--- config.mk ---
export PLATFORM = sky130hd
export DESIGN_NAME = bus_master_port
export DESIGN_NICKNAME = d
export VERILOG_FILES = /design/src/rtl/bus_pkg.sv /design/src/rtl/tmo_counter.sv /design/src/rtl/bus_master_port.sv
export SDC_FILE = /design/constraint.sdc
export NUM_CORES = 1
export LEC_CHECK = 0
export ABC_AREA = 1
export BUFFER_PORTS_ARGS = -buffer_cell sky130_fd_sc_hd__clkbuf_2
export CAP_MARGIN = 0
export CORE_MARGIN = 3
export CORE_UTILIZATION = 45
export DETAILED_ROUTE_END_ITERATION = 8
export HOLD_SLACK_MARGIN = 0.15
export PLACE_DENSITY = 0.76
export SETUP_SLACK_MARGIN = 0.02
export SYNTH_ARGS = -nofsm -noshare
export SYNTH_HDL_FRONTEND = slang
export SYNTH_SLANG_ARGS = --single-unit
--- constraint.sdc ---
create_clock -name clk -period 1.6 [get_ports clk]
set_clock_uncertainty 0.05 [all_clocks]
set_input_delay 0.32 -clock clk [delete_from_list [all_inputs] [get_ports clk]]
set_output_delay 0.32 -clock clk [all_outputs]
set_load 0.02 [all_outputs]
--- src/rtl/bus_pkg.sv ---
// Shared definitions for the backplane bus master/target ports.
// Holds the master FSM state encoding and the default bus widths.
package bus_pkg;

  localparam int BUS_AW = 16;
  localparam int BUS_DW = 16;

  typedef enum logic [1:0] {
    IDLE = 2'd0,
    REQ  = 2'd1,
    OWN  = 2'd2,
    DONE = 2'd3
  } bm_state_t;

endpackage

--- src/rtl/tmo_counter.sv ---
// Saturating cycle counter that flags when MAX cycles have been counted.
// MAX = 0 disables the expiry flag entirely.
module tmo_counter #(
  parameter int MAX = 255
) (
  input  logic clk,
  input  logic clrn,
  input  logic en,
  input  logic clr,
  output logic expired
);

  localparam int CW = (MAX > 0) ? $clog2(MAX + 1) : 1;
  localparam logic [CW-1:0] LIMIT = CW'(MAX);

  logic [CW-1:0] r_count;

  // Counting stops at LIMIT so a long wait never wraps back to zero.
  always_ff @(posedge clk or negedge clrn) begin
    if (!clrn) begin
      r_count <= '0;
    end else if (clr) begin
      r_count <= '0;
    end else if (en && (r_count != LIMIT)) begin
      r_count <= r_count + CW'(1);
    end
  end

  assign expired = (MAX != 0) && (r_count == LIMIT);

endmodule

--- src/rtl/bus_master_port.sv ---
// Master-side handshake front end for the shared backplane bus.
// Takes one client command, requests the bus, drives it while granted, reports completion.
module bus_master_port
  import bus_pkg::*;
#(
  parameter int AW        = BUS_AW,
  parameter int DW        = BUS_DW,
  parameter int GRANT_TMO = 255
) (
  input  logic          clk,
  input  logic          clrn,
  input  logic          cmd_valid,
  output logic          cmd_ready,
  input  logic          cmd_write,
  input  logic [AW-1:0] cmd_addr,
  input  logic [DW-1:0] cmd_wdata,
  output logic          rsp_valid,
  output logic [DW-1:0] rsp_rdata,
  output logic          rsp_error,
  output logic          BARQ,
  input  logic          BAGD,
  input  logic          DataStrobe,
  input  logic          Error,
  output logic          bus_oe,
  output logic [AW-1:0] bus_addr,
  output logic [DW-1:0] bus_wdata,
  output logic          bus_we,
  input  logic [DW-1:0] bus_rdata
);

  bm_state_t     r_state;
  bm_state_t     w_next_state;
  logic          r_err;
  logic          w_next_err;
  logic          w_capture_rdata;
  logic          w_accept;
  logic          w_expired;
  logic          w_tmo_clr;

  logic          r_write;
  logic [AW-1:0] r_addr;
  logic [DW-1:0] r_wdata;
  logic [DW-1:0] r_rdata;

  assign w_accept  = (r_state == IDLE) && cmd_valid;
  assign w_tmo_clr = (r_state != REQ);

  tmo_counter #(
    .MAX(GRANT_TMO)
  ) u_tmo (
    .clk    (clk),
    .clrn   (clrn),
    .en     (r_state == REQ),
    .clr    (w_tmo_clr),
    .expired(w_expired)
  );

  always_ff @(posedge clk or negedge clrn) begin
    if (!clrn) begin
      r_state <= IDLE;
      r_err   <= 1'b0;
    end else begin
      r_state <= w_next_state;
      r_err   <= w_next_err;
    end
  end

  // Error outranks DataStrobe; a grant lost without any strobe also counts as a failure.
  always_comb begin
    w_next_state    = r_state;
    w_next_err      = r_err;
    w_capture_rdata = 1'b0;
    case (r_state)
      IDLE: begin
        if (cmd_valid) begin
          w_next_state = REQ;
        end
      end
      REQ: begin
        if (BAGD) begin
          w_next_state = OWN;
        end else if (w_expired) begin
          w_next_state = DONE;
          w_next_err   = 1'b1;
        end
      end
      OWN: begin
        if (Error) begin
          w_next_state = DONE;
          w_next_err   = 1'b1;
        end else if (DataStrobe) begin
          w_next_state    = DONE;
          w_next_err      = 1'b0;
          w_capture_rdata = !r_write;
        end else if (!BAGD) begin
          w_next_state = DONE;
          w_next_err   = 1'b1;
        end
      end
      DONE: begin
        w_next_state = IDLE;
      end
    endcase
  end

  always_ff @(posedge clk or negedge clrn) begin
    if (!clrn) begin
      r_write <= 1'b0;
      r_addr  <= '0;
      r_wdata <= '0;
    end else if (w_accept) begin
      r_write <= cmd_write;
      r_addr  <= cmd_addr;
      r_wdata <= cmd_wdata;
    end
  end

  // Read data survives failed and write transactions; only a good read replaces it.
  always_ff @(posedge clk or negedge clrn) begin
    if (!clrn) begin
      r_rdata <= '0;
    end else if (w_capture_rdata) begin
      r_rdata <= bus_rdata;
    end
  end

  assign cmd_ready = (r_state == IDLE);
  assign BARQ      = (r_state == REQ) || (r_state == OWN);
  assign bus_oe    = (r_state == OWN) && BAGD;
  assign bus_addr  = bus_oe ? r_addr  : '0;
  assign bus_wdata = bus_oe ? r_wdata : '0;
  assign bus_we    = bus_oe && r_write;
  assign rsp_valid = (r_state == DONE);
  assign rsp_error = (r_state == DONE) && r_err;
  assign rsp_rdata = r_rdata;

endmodule

==> Word level (Yosys, flattened, before mapping) <==
Cells that the tools add are included.
{ "word_totals": {"ff_bits": 60, "latchBits": 0, "mem_bits_rw": 0, "romBits": 0, "in_bits": 55, "memories": 0} }
{ "op_classes": {"addsub": 1, "n_mul": 0, "div": 0, "n_lt_le_gt_ge": 0, "eq_ne": 11, "shifts": 0, "mux": 20, "bitwise_logic": 0, "reduce_logical": 12} }
{ "op_table": {"columns": ["cell", "count"], "rows": [
  ["two-way mux 16 bit", 2],
  ["two-way mux 8 bit", 2],
  ["two-way mux 2 bit", 6],
  ["adder 8 x 1 -> 8 bit (second input constant)", 1],
  ["== test 8 bit (second input constant)", 1],
  ["two-way mux 1 bit", 8],
  ["!= test 8 bit (second input constant)", 1],
  ["case mux 2 bit (4 select lines)", 1],
  ["!= test 2 bit (second input constant)", 3],
  ["logical AND 1 bit", 5],
  ["== test 2 bit (second input constant)", 2],
  ["!= test 4 bit (second input constant)", 1],
  ["AND reduction 4 bit", 1],
  ["nonzero test 2 bit", 2],
  ["!= test 3 bit (second input constant)", 1],
  ["AND reduction 3 bit", 1],
  ["== test 2 x 1 -> 1 bit (second input constant)", 1],
  ["zero test 2 bit", 1],
  ["!= test 2 x 1 -> 1 bit (second input constant)", 1],
  ["case mux 1 bit (2 select lines)", 1],
  ["zero test 1 bit", 1],
  ["logical OR 1 bit", 1]
]} }

==> Longest topological paths before layout <==
Gate-level depths: netlist (run 1).
{ "logic_depth": {"word_depth": 4, "ltp_mapped": 9, "depth_no_buf": 9} }

==> By module <==
Synthesis (run 1) repeated with hierarchy kept, for this count alone.
{ "unflattened": {"cells_unflattened": 355, "hier_area_um2": 2842.7} }
{ "by_module_without_submodules": {"columns": ["mod", "instances", "cells_each", "area_each_um2"], "rows": [
  ["bus_master_port", 1, 285, 2334.7],
  ["tmo_counter", 1, 70, 508.0]
]} }

==> Worst setup path after synthesis (run 1) <==
OpenSTA, ideal clock, no wires.
{ "synth_timing": {"path_type": "register to output", "startpoint": "register r_state[0]", "endpoint": "output bus_addr[0]", "arrival_ns": 1.307, "required_ns": 1.230, "setup_slack_ns": -0.077, "path_stages_with_launch": 6, "path_buffers": 1, "cell_sequence": "dfrtp_1 -> inv_1 -> ha_1 -> nand2_2 -> clkbuf_1 -> nor2_1"} }
{ "synth_via": {"elab_chain_len": 3} }
{ "synth_rtl": {"columns": ["element", "line_no", "text"], "rows": [
  ["start, declared", "bus_master_port.sv:31", "bm_state_t r_state;"],
  ["start signal, assigned", "bus_master_port.sv:63", "r_state <= w_next_state;"],
  ["== test 2 bit", "bus_master_port.sv:129", "assign bus_oe = (r_state == OWN) && BAGD;"],
  ["logical AND 1 bit", "bus_master_port.sv:129", null],
  ["two-way mux 16 bit", "bus_master_port.sv:130", "assign bus_addr = bus_oe ? r_addr : '0;"],
  ["end, declared", "bus_master_port.sv:25", "output logic [AW-1:0] bus_addr,"]
]} }
Every way passes these cells.

==> Worst setup path after layout (run 1) <==
{ "layout_timing": {"startpoint": "register r_state[0]", "endpoint": "output bus_wdata[9]"} }
{ "layout_via": {"elab_chain_len": 3} }
{ "layout_rtl": {"columns": ["element", "line_no", "text"], "rows": [
  ["== test 2 bit", "bus_master_port.sv:129", null],
  ["logical AND 1 bit", "bus_master_port.sv:129", null],
  ["two-way mux 16 bit", "bus_master_port.sv:131", "assign bus_wdata = bus_oe ? r_wdata : '0;"],
  ["end, declared", "bus_master_port.sv:26", "output logic [DW-1:0] bus_wdata,"]
]} }
Every way passes these cells.

==> results of run 1 <==
repair_timing:
item / 4_1_cts / 5_1_grt
buffers inserted: 2 / 10
setup endpoints to repair: 38 / 60
hold buffers: 1 / 0
pin swaps: 2 / 6
cloned: 1 / 3
gates resized for setup: 82 / 68
endpoints found under the hold margin: 60 / 0
tightest hold or removal path, cell delays in order:
cell and delay, ns:
sky130_fd_sc_hd__clkbuf_2 0.08, sky130_fd_sc_hd__nand3_1 0.06, sky130_fd_sc_hd__nand2_1 0.05
kinds of logic (layout without fill, tap and decap cells):
family / count (synthesis) / in the layout / share of synthesized area
adder cells (fa/ha/maj): 6 / 6 / 0.0269
flip-flops: 60 / 60 / 0.539
AO/OA/AOI/OAI: 47 / 47 / 0.0902
AND/OR/NAND/NOR: 161 / 162 / 0.251
buffers and inverters: 63 / 201 / 0.0929
power by group:
group,total (mW),switching [mW],internal [mW]
Sequential,2.43,0.265,2.16
Clock,1.60,0.571,1.03
Combinational,4.41,2.54,1.87
Total,8.43,3.38,5.06
routing by layer:
metal  share of wire  global-route usage  up-vias
met4           0.013              0.0878        0
met2            0.55               0.363       76
li1                -                   -     1318
met3           0.047              0.0402        9
met5               0                   0        -
met1            0.39               0.235     1290
through the flow:
| stage | util | worst slack (ns) | std cells | power, mW |
|---|---|---|---|---|
| after floorplan | - | -0.0132 | 337 | 4.73 |
| after global placement | 0.625 | 0.0543 | 520 | 5.67 |
| after detailed placement | 0.625 | -0.00274 | 520 | 5.79 |
| after CTS | 0.726 | -0.262 | 540 | 7.95 |
| after global routing | 0.772 | -0.300 | 551 | 8.98 |
| final | 0.772 | -0.246 | 551 | 8.43 |
registers in the layout, indices dropped and copies added (netlist names):
register       cells
r_addr            16
r_err              1
r_state            2
r_wdata           16
r_write            1
rsp_rdata         16
u_tmo.r_count      8
cells in the final DEF, fill, tap and decap left out, types with 2 or more instances in the layout:
cell type / netlist / routed
sky130_fd_sc_hd__a21oi_1: 35 / 35
sky130_fd_sc_hd__a31oi_1: 2 / 2
sky130_fd_sc_hd__buf_12: 0 / 6
sky130_fd_sc_hd__buf_4: 2 / 14
sky130_fd_sc_hd__buf_6: 1 / 15
sky130_fd_sc_hd__buf_8: 0 / 24
sky130_fd_sc_hd__bufinv_16: 0 / 3
sky130_fd_sc_hd__clkbuf_1: 5 / 2
sky130_fd_sc_hd__clkbuf_2: 0 / 71
sky130_fd_sc_hd__clkbuf_8: 0 / 10
sky130_fd_sc_hd__clkinv_2: 0 / 2
sky130_fd_sc_hd__dfrtp_1: 60 / 60
sky130_fd_sc_hd__ha_1: 6 / 2
sky130_fd_sc_hd__ha_4: 0 / 3
sky130_fd_sc_hd__inv_1: 47 / 44
sky130_fd_sc_hd__inv_2: 1 / 2
sky130_fd_sc_hd__nand2_1: 54 / 51
sky130_fd_sc_hd__nand2_2: 4 / 4
sky130_fd_sc_hd__nand2_4: 1 / 3
sky130_fd_sc_hd__nand2_8: 0 / 2
sky130_fd_sc_hd__nand3_1: 22 / 21
sky130_fd_sc_hd__nand4_1: 3 / 3
sky130_fd_sc_hd__nor2_1: 71 / 38
sky130_fd_sc_hd__nor2_4: 2 / 35
sky130_fd_sc_hd__o21ai_0: 5 / 5
sky130_fd_sc_hd__o21bai_1: 2 / 2
area by class of cell:
cell class	instances	area, um2	area share
repair buffers	136	1200	0.261
clock buffers	11	131	0.0286
multi-input cells	215	1380	0.300
well taps	75	93.8	0.0204
clock inverters	5	100	0.0218
inverters	49	191	0.0417
flip-flops and latches	60	1500	0.327
final timing paths:
| kind | startpoint | end | slack [ns] | cells after the start |
|---|---|---|---|---|
| max | r_state[0] | bus_wdata[9] | -0.25 | 6 |
| min | bus_rdata[8] | rsp_rdata[8] | 0.17 | 3 |
| max reg2reg | r_state[0] | r_addr[14] | 0.10 | 8 |
| min reg2reg | r_err | r_err | 0.42 | 2 |
| max in group asynchronous | clrn | u_tmo.r_count[4] | 0.73 | 3 |
| min in group asynchronous | clrn | r_addr[1] | 0.47 | 3 |
==> insert_results.sql, run 1 <==
INSERT INTO impl_metrics (metric_group, metric, value, unit) VALUES
('synthesis', 'synth_area_leaders', 'sky130_fd_sc_hd__dfrtp_1, sky130_fd_sc_hd__nor2_1, sky130_fd_sc_hd__nand2_1', ''),
('cells_and_area', 'nets', '532', ''),
('die', 'ioPinCount', '109', ''),
('synthesis', 'post-synth-top-count-cell', 'sky130_fd_sc_hd__nor2_1', ''),
('synthesis', 'sequential_area_share_after_synthesis', '0.539', ''),
('place', 'detailedPlacementHpwl', '4.83', 'mm'),
('global_route', 'grt_antenna_before_repair', '0', ''),
('timing', 'worst_hold_slack', '0.168', 'ns'),
('power_and_ir_drop', 'static-leakage-power', '2.42', 'nW'),
('detailed_routing', 'drt_first_iter_violations', '84', ''),
('outcome', 'failing_checks', 'setup timing', ''),
('worst_setup_path', 'worst-endpoint-required', '1.23', 'ns'),
('timing', 'timing.slew.headroom', '0.778', ''),
('synthesis', 'synthesis.area', '2790', 'um2'),
('global_route', 'maximum_number_of_pins_on_one_net_before_global_route_repair', '67', ''),
('clocking', 'cts-root-to-sink-buffers', '2', ''),
('cells_and_area', 'insertedDiodeCount', '0', ''),
('worst_setup_path', 'cpMaxStageDelayCell', 'sky130_fd_sc_hd__dfrtp_1', ''),
('die', 'initial_core_util', '0.468', ''),
('synthesis', 'synth.largest_area_cell', 'sky130_fd_sc_hd__dfrtp_1', ''),
('worst_setup_path', 'cp-start-kind', 'register', ''),
('timing', 'final.period_utilization', '1.15', ''),
('die', 'overall_die_area', '7170', 'um2'),
('global_route', 'global_route.overflow_total', '0', ''),
('synthesis', 'postSynthNetCount', '398', ''),
('place', 'gp_routability_congestion', '0.834', ''),
('timing', 'timing.final.max_slew_violations', '0', ''),
('worst_setup_path', 'setup.worst_path.class', 'reg -> out', ''),
('timing', 'final.setup.worst_slack', '-0.246', 'ns'),
('clocking', 'clkLatencyLatePin', '0.32', 'ns'),
('worst_setup_path', 'worstPathArrival', '1.48', 'ns'),
('worst_setup_path', 'cp.buffers_inverters', '3', ''),
('detailed_routing', 'drt.antenna.violating_nets', '0', ''),
('place', 'placed_cell_areas', '3720', 'um2'),
('detailed_routing', 'per_cell_routed_wire_length', '13.9', 'um'),
('synthesis', 'yosysWarnings', '0', ''),
('worst_setup_path', 'critical_path.top_delay_family', 'flip-flops', ''),
('global_route', 'globalRouteTotalUtil', '0.203', ''),
('detailed_routing', 'drt-total-wl', '7.68', 'mm'),
('timing', 'report.final.hold_viol_count', '0', ''),
('min_path', 'holdCritPathClass', 'in -> reg', ''),
('timing', 'fmaxAchievable', '542', 'MHz'),
('clocking', 'root_cell_of_the_clock_tree', 'sky130_fd_sc_hd__clkbuf_8', ''),
('timing', 'rsz_0062_raised_after_global_routing', 'true', ''),
('worst_setup_path', 'worstPathCellList', 'inv_2, ha_4, nand2_8, buf_16, nor2_4, buf_8', ''),
('clocking', 'path_clk_slew', '0.07', 'ns'),
('clocking', 'cts_tree', 'done', ''),
('die', 'core_area', '5960', 'um2'),
('cells_and_area', 'layout-drive-gt1-share', '0.433', ''),
('global_route', 'grt_pass1_wl', '11.8', 'mm'),
('synthesis', 'ys_seq_elements', '60', ''),
('timing', 'timing.final.setup_violations', '37', ''),
('synthesis', 'asr_flop_ratio_synth', '1.00', ''),
('synthesis', 'synth.top_cells.by_count', 'sky130_fd_sc_hd__nor2_1, sky130_fd_sc_hd__dfrtp_1, sky130_fd_sc_hd__nand2_1', ''),
('power_and_ir_drop', 'power.density_cell_area', '1840', 'nW/um2'),
('worst_setup_path', 'critical_path_peak_fanout', '7', ''),
('timing', 'setup-tns-final', '-7.62', 'ns'),
('detailed_routing', 'detailedRoute.firstPassIterationCount', '5', ''),
('run', 'max-cap-violations', '0', ''),
('outcome', 'outcome', 'complete, but fails checks', ''),
('power_and_ir_drop', 'ir_drop', '1.08', 'mV'),
('clocking', 'cts_made_buffers', '9', ''),
('die', 'num_rows', '28', ''),
('worst_setup_path', 'critical-path-max-stage-delay', '0.39', 'ns'),
('synthesis', 'postSynthAreaPerCell', '8.27', 'um2'),
('synthesis', 'synth-main-ff-cell', 'sky130_fd_sc_hd__dfrtp_1', ''),
('global_route', 'grt_pass1_vias', '2645', ''),
('synthesis', 'synth_largest_type_area_fraction', '0.539', ''),
('cells_and_area', 'post-route-cell-area', '4600', 'um2'),
('die', 'floorplan.die.width', '84.7', 'um'),
('detailed_routing', 'viasPerCell', '4.89', '');
Power figures use the tool's default switching activity.
==> inputs of run 2 (changes only) <==
clock period = 1.94 ns   (was 1.6 ns; I/O delays follow)
==> run 2 against run 1 <==
Effect of this change:
- the run now ends clean
- die area unchanged
- sequential share of layout area increased by 5.9 points
- wire length decreased by 11%
- combinational power decreased by 38%
- hold slack improved by 0.067 ns
- first-iteration DRC count increased by 61%
- utilization decreased by 12 points
- via count decreased by 2.5%
- worst setup slack improved by 0.30 ns
- register-to-register slack improved by 0.10 ns
- sequential power decreased by 18%
- flip-flop and latch count unchanged
==> insert_results.sql, run 2 (synthesized netlist as in run 1, its figures left out) <==
INSERT INTO impl_metrics (metric_group, metric, value, unit) VALUES
('outcome', 'outcome', 'finished clean', ''),
('worst_setup_path', 'setup.worst_path.class', 'reg -> out', ''),
('worst_setup_path', 'worst-r2r-cell-count', '7', ''),
('clocking', 'cts-root-to-sink-buffers', '2', ''),
('min_path', 'min_to', 'rsp_rdata[1]', ''),
('power_and_ir_drop', 'ir_drop', '0.907', 'mV'),
('clocking', 'cts.htree.levels', '3', ''),
('min_path', 'min_from', 'bus_rdata[1]', ''),
('worst_setup_path', 'critical_path_peak_fanout', '6', ''),
('global_route', 'grt_antenna_before_repair', '0', ''),
('cells_and_area', 'final_core_util', '0.655', ''),
('timing', 'final.setup.worst_slack', '0.0557', 'ns'),
('global_route', 'grt_pass1_vias', '2407', ''),
('clocking', 'clock_sink_count', '60', ''),
('cells_and_area', 'layout-drive-gt1-share', '0.370', ''),
('cells_and_area', 'most-common-layout-cells', 'sky130_fd_sc_hd__clkbuf_2, sky130_fd_sc_hd__dfrtp_1, sky130_fd_sc_hd__nand2_1, sky130_fd_sc_hd__nor2_1, sky130_fd_sc_hd__inv_1', ''),
('clocking', 'clkLatencyLatePin', '0.33', 'ns'),
('detailed_routing', 'remaining_drc_errors', '0', ''),
('global_route', 'grt_most_used_layer', 'met2', ''),
('timing', 'final.period_utilization', '0.971', ''),
('timing', 'timing.final.max_slew_violations', '0', ''),
('worst_setup_path', 'critical_path.reg2reg.endpoint', 'r_state[1]', ''),
('timing', 'worst_slew_pin_slew', '0.565', 'ns'),
('worst_setup_path', 'worst-endpoint-required', '1.50', 'ns'),
('worst_setup_path', 'critical_path.top_delay_family', 'flip-flops', ''),
('timing', 'report.final.hold_viol_count', '0', ''),
('worst_setup_path', 'worstPathArrival', '1.45', 'ns'),
('worst_setup_path', 'cp-start-kind', 'register', ''),
('global_route', 'global_route.overflow_total', '0', ''),
('die', 'floorplan.die.width', '84.7', 'um'),
('place', 'gp_routability_congestion', '0.779', ''),
('cells_and_area', 'post-route-cell-area', '3900', 'um2'),
('worst_setup_path', 'critical_path.endpoint_type', 'primary output', ''),
('timing', 'timing.final.setup_violations', '0', ''),
('run', 'max-cap-violations', '0', ''),
('worst_setup_path', 'cpMaxStageDelayCell', 'sky130_fd_sc_hd__dfrtp_1', ''),
('cells_and_area', 'final_common_cell', 'sky130_fd_sc_hd__clkbuf_2', ''),
('timing', 'timing.slew.headroom', '0.623', ''),
('clocking', 'cts_made_buffers', '9', ''),
('global_route', 'met2_usage', '0.288', ''),
('detailed_routing', 'detailroute.via_count', '2626', ''),
('worst_setup_path', 'cp.buffers_inverters', '3', ''),
('die', 'die-height', '84.7', 'um'),
('place', 'placed_cell_areas', '3430', 'um2'),
('worst_setup_path', 'regToRegSetupSlack', '0.20', 'ns'),
('detailed_routing', 'drt-total-wl', '6.80', 'mm'),
('global_route', 'maximum_number_of_pins_on_one_net_before_global_route_repair', '42', ''),
('detailed_routing', 'per_cell_routed_wire_length', '12.7', 'um'),
('cells_and_area', 'area_delta_synth_final', '39.9', '%'),
('die', 'num_rows', '28', ''),
('global_route', 'grt_pass1_wl', '10.7', 'mm'),
('die', 'core_area', '5960', 'um2'),
('timing', 'fmaxAchievable', '531', 'MHz'),
('place', 'detailedPlacementHpwl', '4.63', 'mm'),
('clocking', 'cts_tree', 'done', ''),
('global_route', 'globalRouteMet3Util', '0.0393', ''),
('worst_setup_path', 'worst_r2r_startpoint', 'r_state[1]', ''),
('detailed_routing', 'detailedRoute.firstPassIterationCount', '4', ''),
('worst_setup_path', 'critical-path-max-stage-delay', '0.39', 'ns'),
('die', 'initial_core_util', '0.468', ''),
('place', 'place_ws', '0.133', 'ns'),
('power_and_ir_drop', 'static-leakage-power', '2.23', 'nW'),
('cells_and_area', 'nets', '517', ''),
('power_and_ir_drop', 'power.density_cell_area', '1450', 'nW/um2'),
('die', 'ioPinCount', '109', ''),
('timing', 'rsz_0062_raised_after_global_routing', 'true', ''),
('worst_setup_path', 'worstPathCellList', 'inv_2, ha_4, nand2_8, clkbuf_16, nor2_2, buf_6', ''),
('cells_and_area', 'insertedDiodeCount', '0', ''),
('timing', 'fin_crit', '1.88', 'ns'),
('die', 'overall_die_area', '7170', 'um2'),
('detailed_routing', 'viasPerCell', '4.91', ''),
('min_path', 'holdCritPathClass', 'in -> reg', ''),
('clocking', 'path_clk_slew', '0.07', 'ns'),
('global_route', 'globalRouteTotalUtil', '0.183', ''),
('global_route', 'grt_util_met1', '0.242', ''),
('min_path', 'whs_path_depth', '3', ''),
('detailed_routing', 'drt.antenna.violating_nets', '0', ''),
('place', 'buffer_ports.inserted', '108', ''),
('clocking', 'root_cell_of_the_clock_tree', 'sky130_fd_sc_hd__clkbuf_8', ''),
('detailed_routing', 'drt_first_iter_violations', '135', '');
-- run 2: worst register-to-register path, stage by stage (launching register included) --
cell	delay [ns]
sky130_fd_sc_hd__dfrtp_2	0.44
sky130_fd_sc_hd__inv_1	0.14
sky130_fd_sc_hd__ha_1	0.42
sky130_fd_sc_hd__inv_1	0.12
sky130_fd_sc_hd__nor2_1	0.18
sky130_fd_sc_hd__nand3b_1	0.17
sky130_fd_sc_hd__nand3_1	0.10
sky130_fd_sc_hd__nand2_1	0.06
-- run 2: metal layers --
metal	share of wire	wire length (um)	vias to the layer above
met5	0	0	-
met4	0.017	118	0
met3	0.077	522	12
met2	0.48	3270	110
met1	0.43	2890	1223
li1	-	-	1281
-- run 2: report_power, final --
part	internal [mW]	total [mW]	switching [mW]	leakage, nW
combinational	1.01	2.72	1.70	1.44
clock	0.489	0.956	0.467	0.0852
sequential	1.78	2.00	0.211	0.707
total	3.28	5.67	2.38	2.23
-- run 2: what timing repair did --
action,in CTS,in global routing
pin swaps,0,1
endpoints found under the hold margin,19,0
cloned,0,2
hold buffers,1,0
setup endpoints to repair,34,34
gates resized for setup,13,95
setup buffers,2,1
-- run 2: through the flow --
step / hold slack, ns / std cells / total power [mW] / TNS, ns
2_1_floorplan: 0.0424 / 337 / 3.57 / 0
3_3_place_gp: 0.364 / 514 / 4.25 / 0
3_5_place_dp: 0.359 / 514 / 4.33 / 0
4_1_cts: 0.221 / 532 / 5.38 / 0
5_1_grt: 0.232 / 535 / 6.07 / -0.0544
6_report: 0.235 / 535 / 5.67 / 0
-- run 2: worst max path at each step --
stage,from,cells after the start,endpoint,slack (ns)
after global placement,r_state[0],6,bus_addr[12],0.22
after detailed placement,r_state[0],6,bus_oe,0.13
after CTS,r_state[0],6,bus_wdata[2],0.005
after floorplan,r_state[0],5,bus_addr[0],0.20
after global routing,r_state[0],6,bus_wdata[7],-0.03
final,r_state[0],6,bus_addr[5],0.06
-- run 2: final cells by class --
class	count	area [um2]
clock inverter	4	26.3
clock buffer	11	141
inverter	49	184
timing repair buffer	122	832
sequential	60	1500
multi-input combinational	214	1120
tap	75	93.8
fill	467	2060
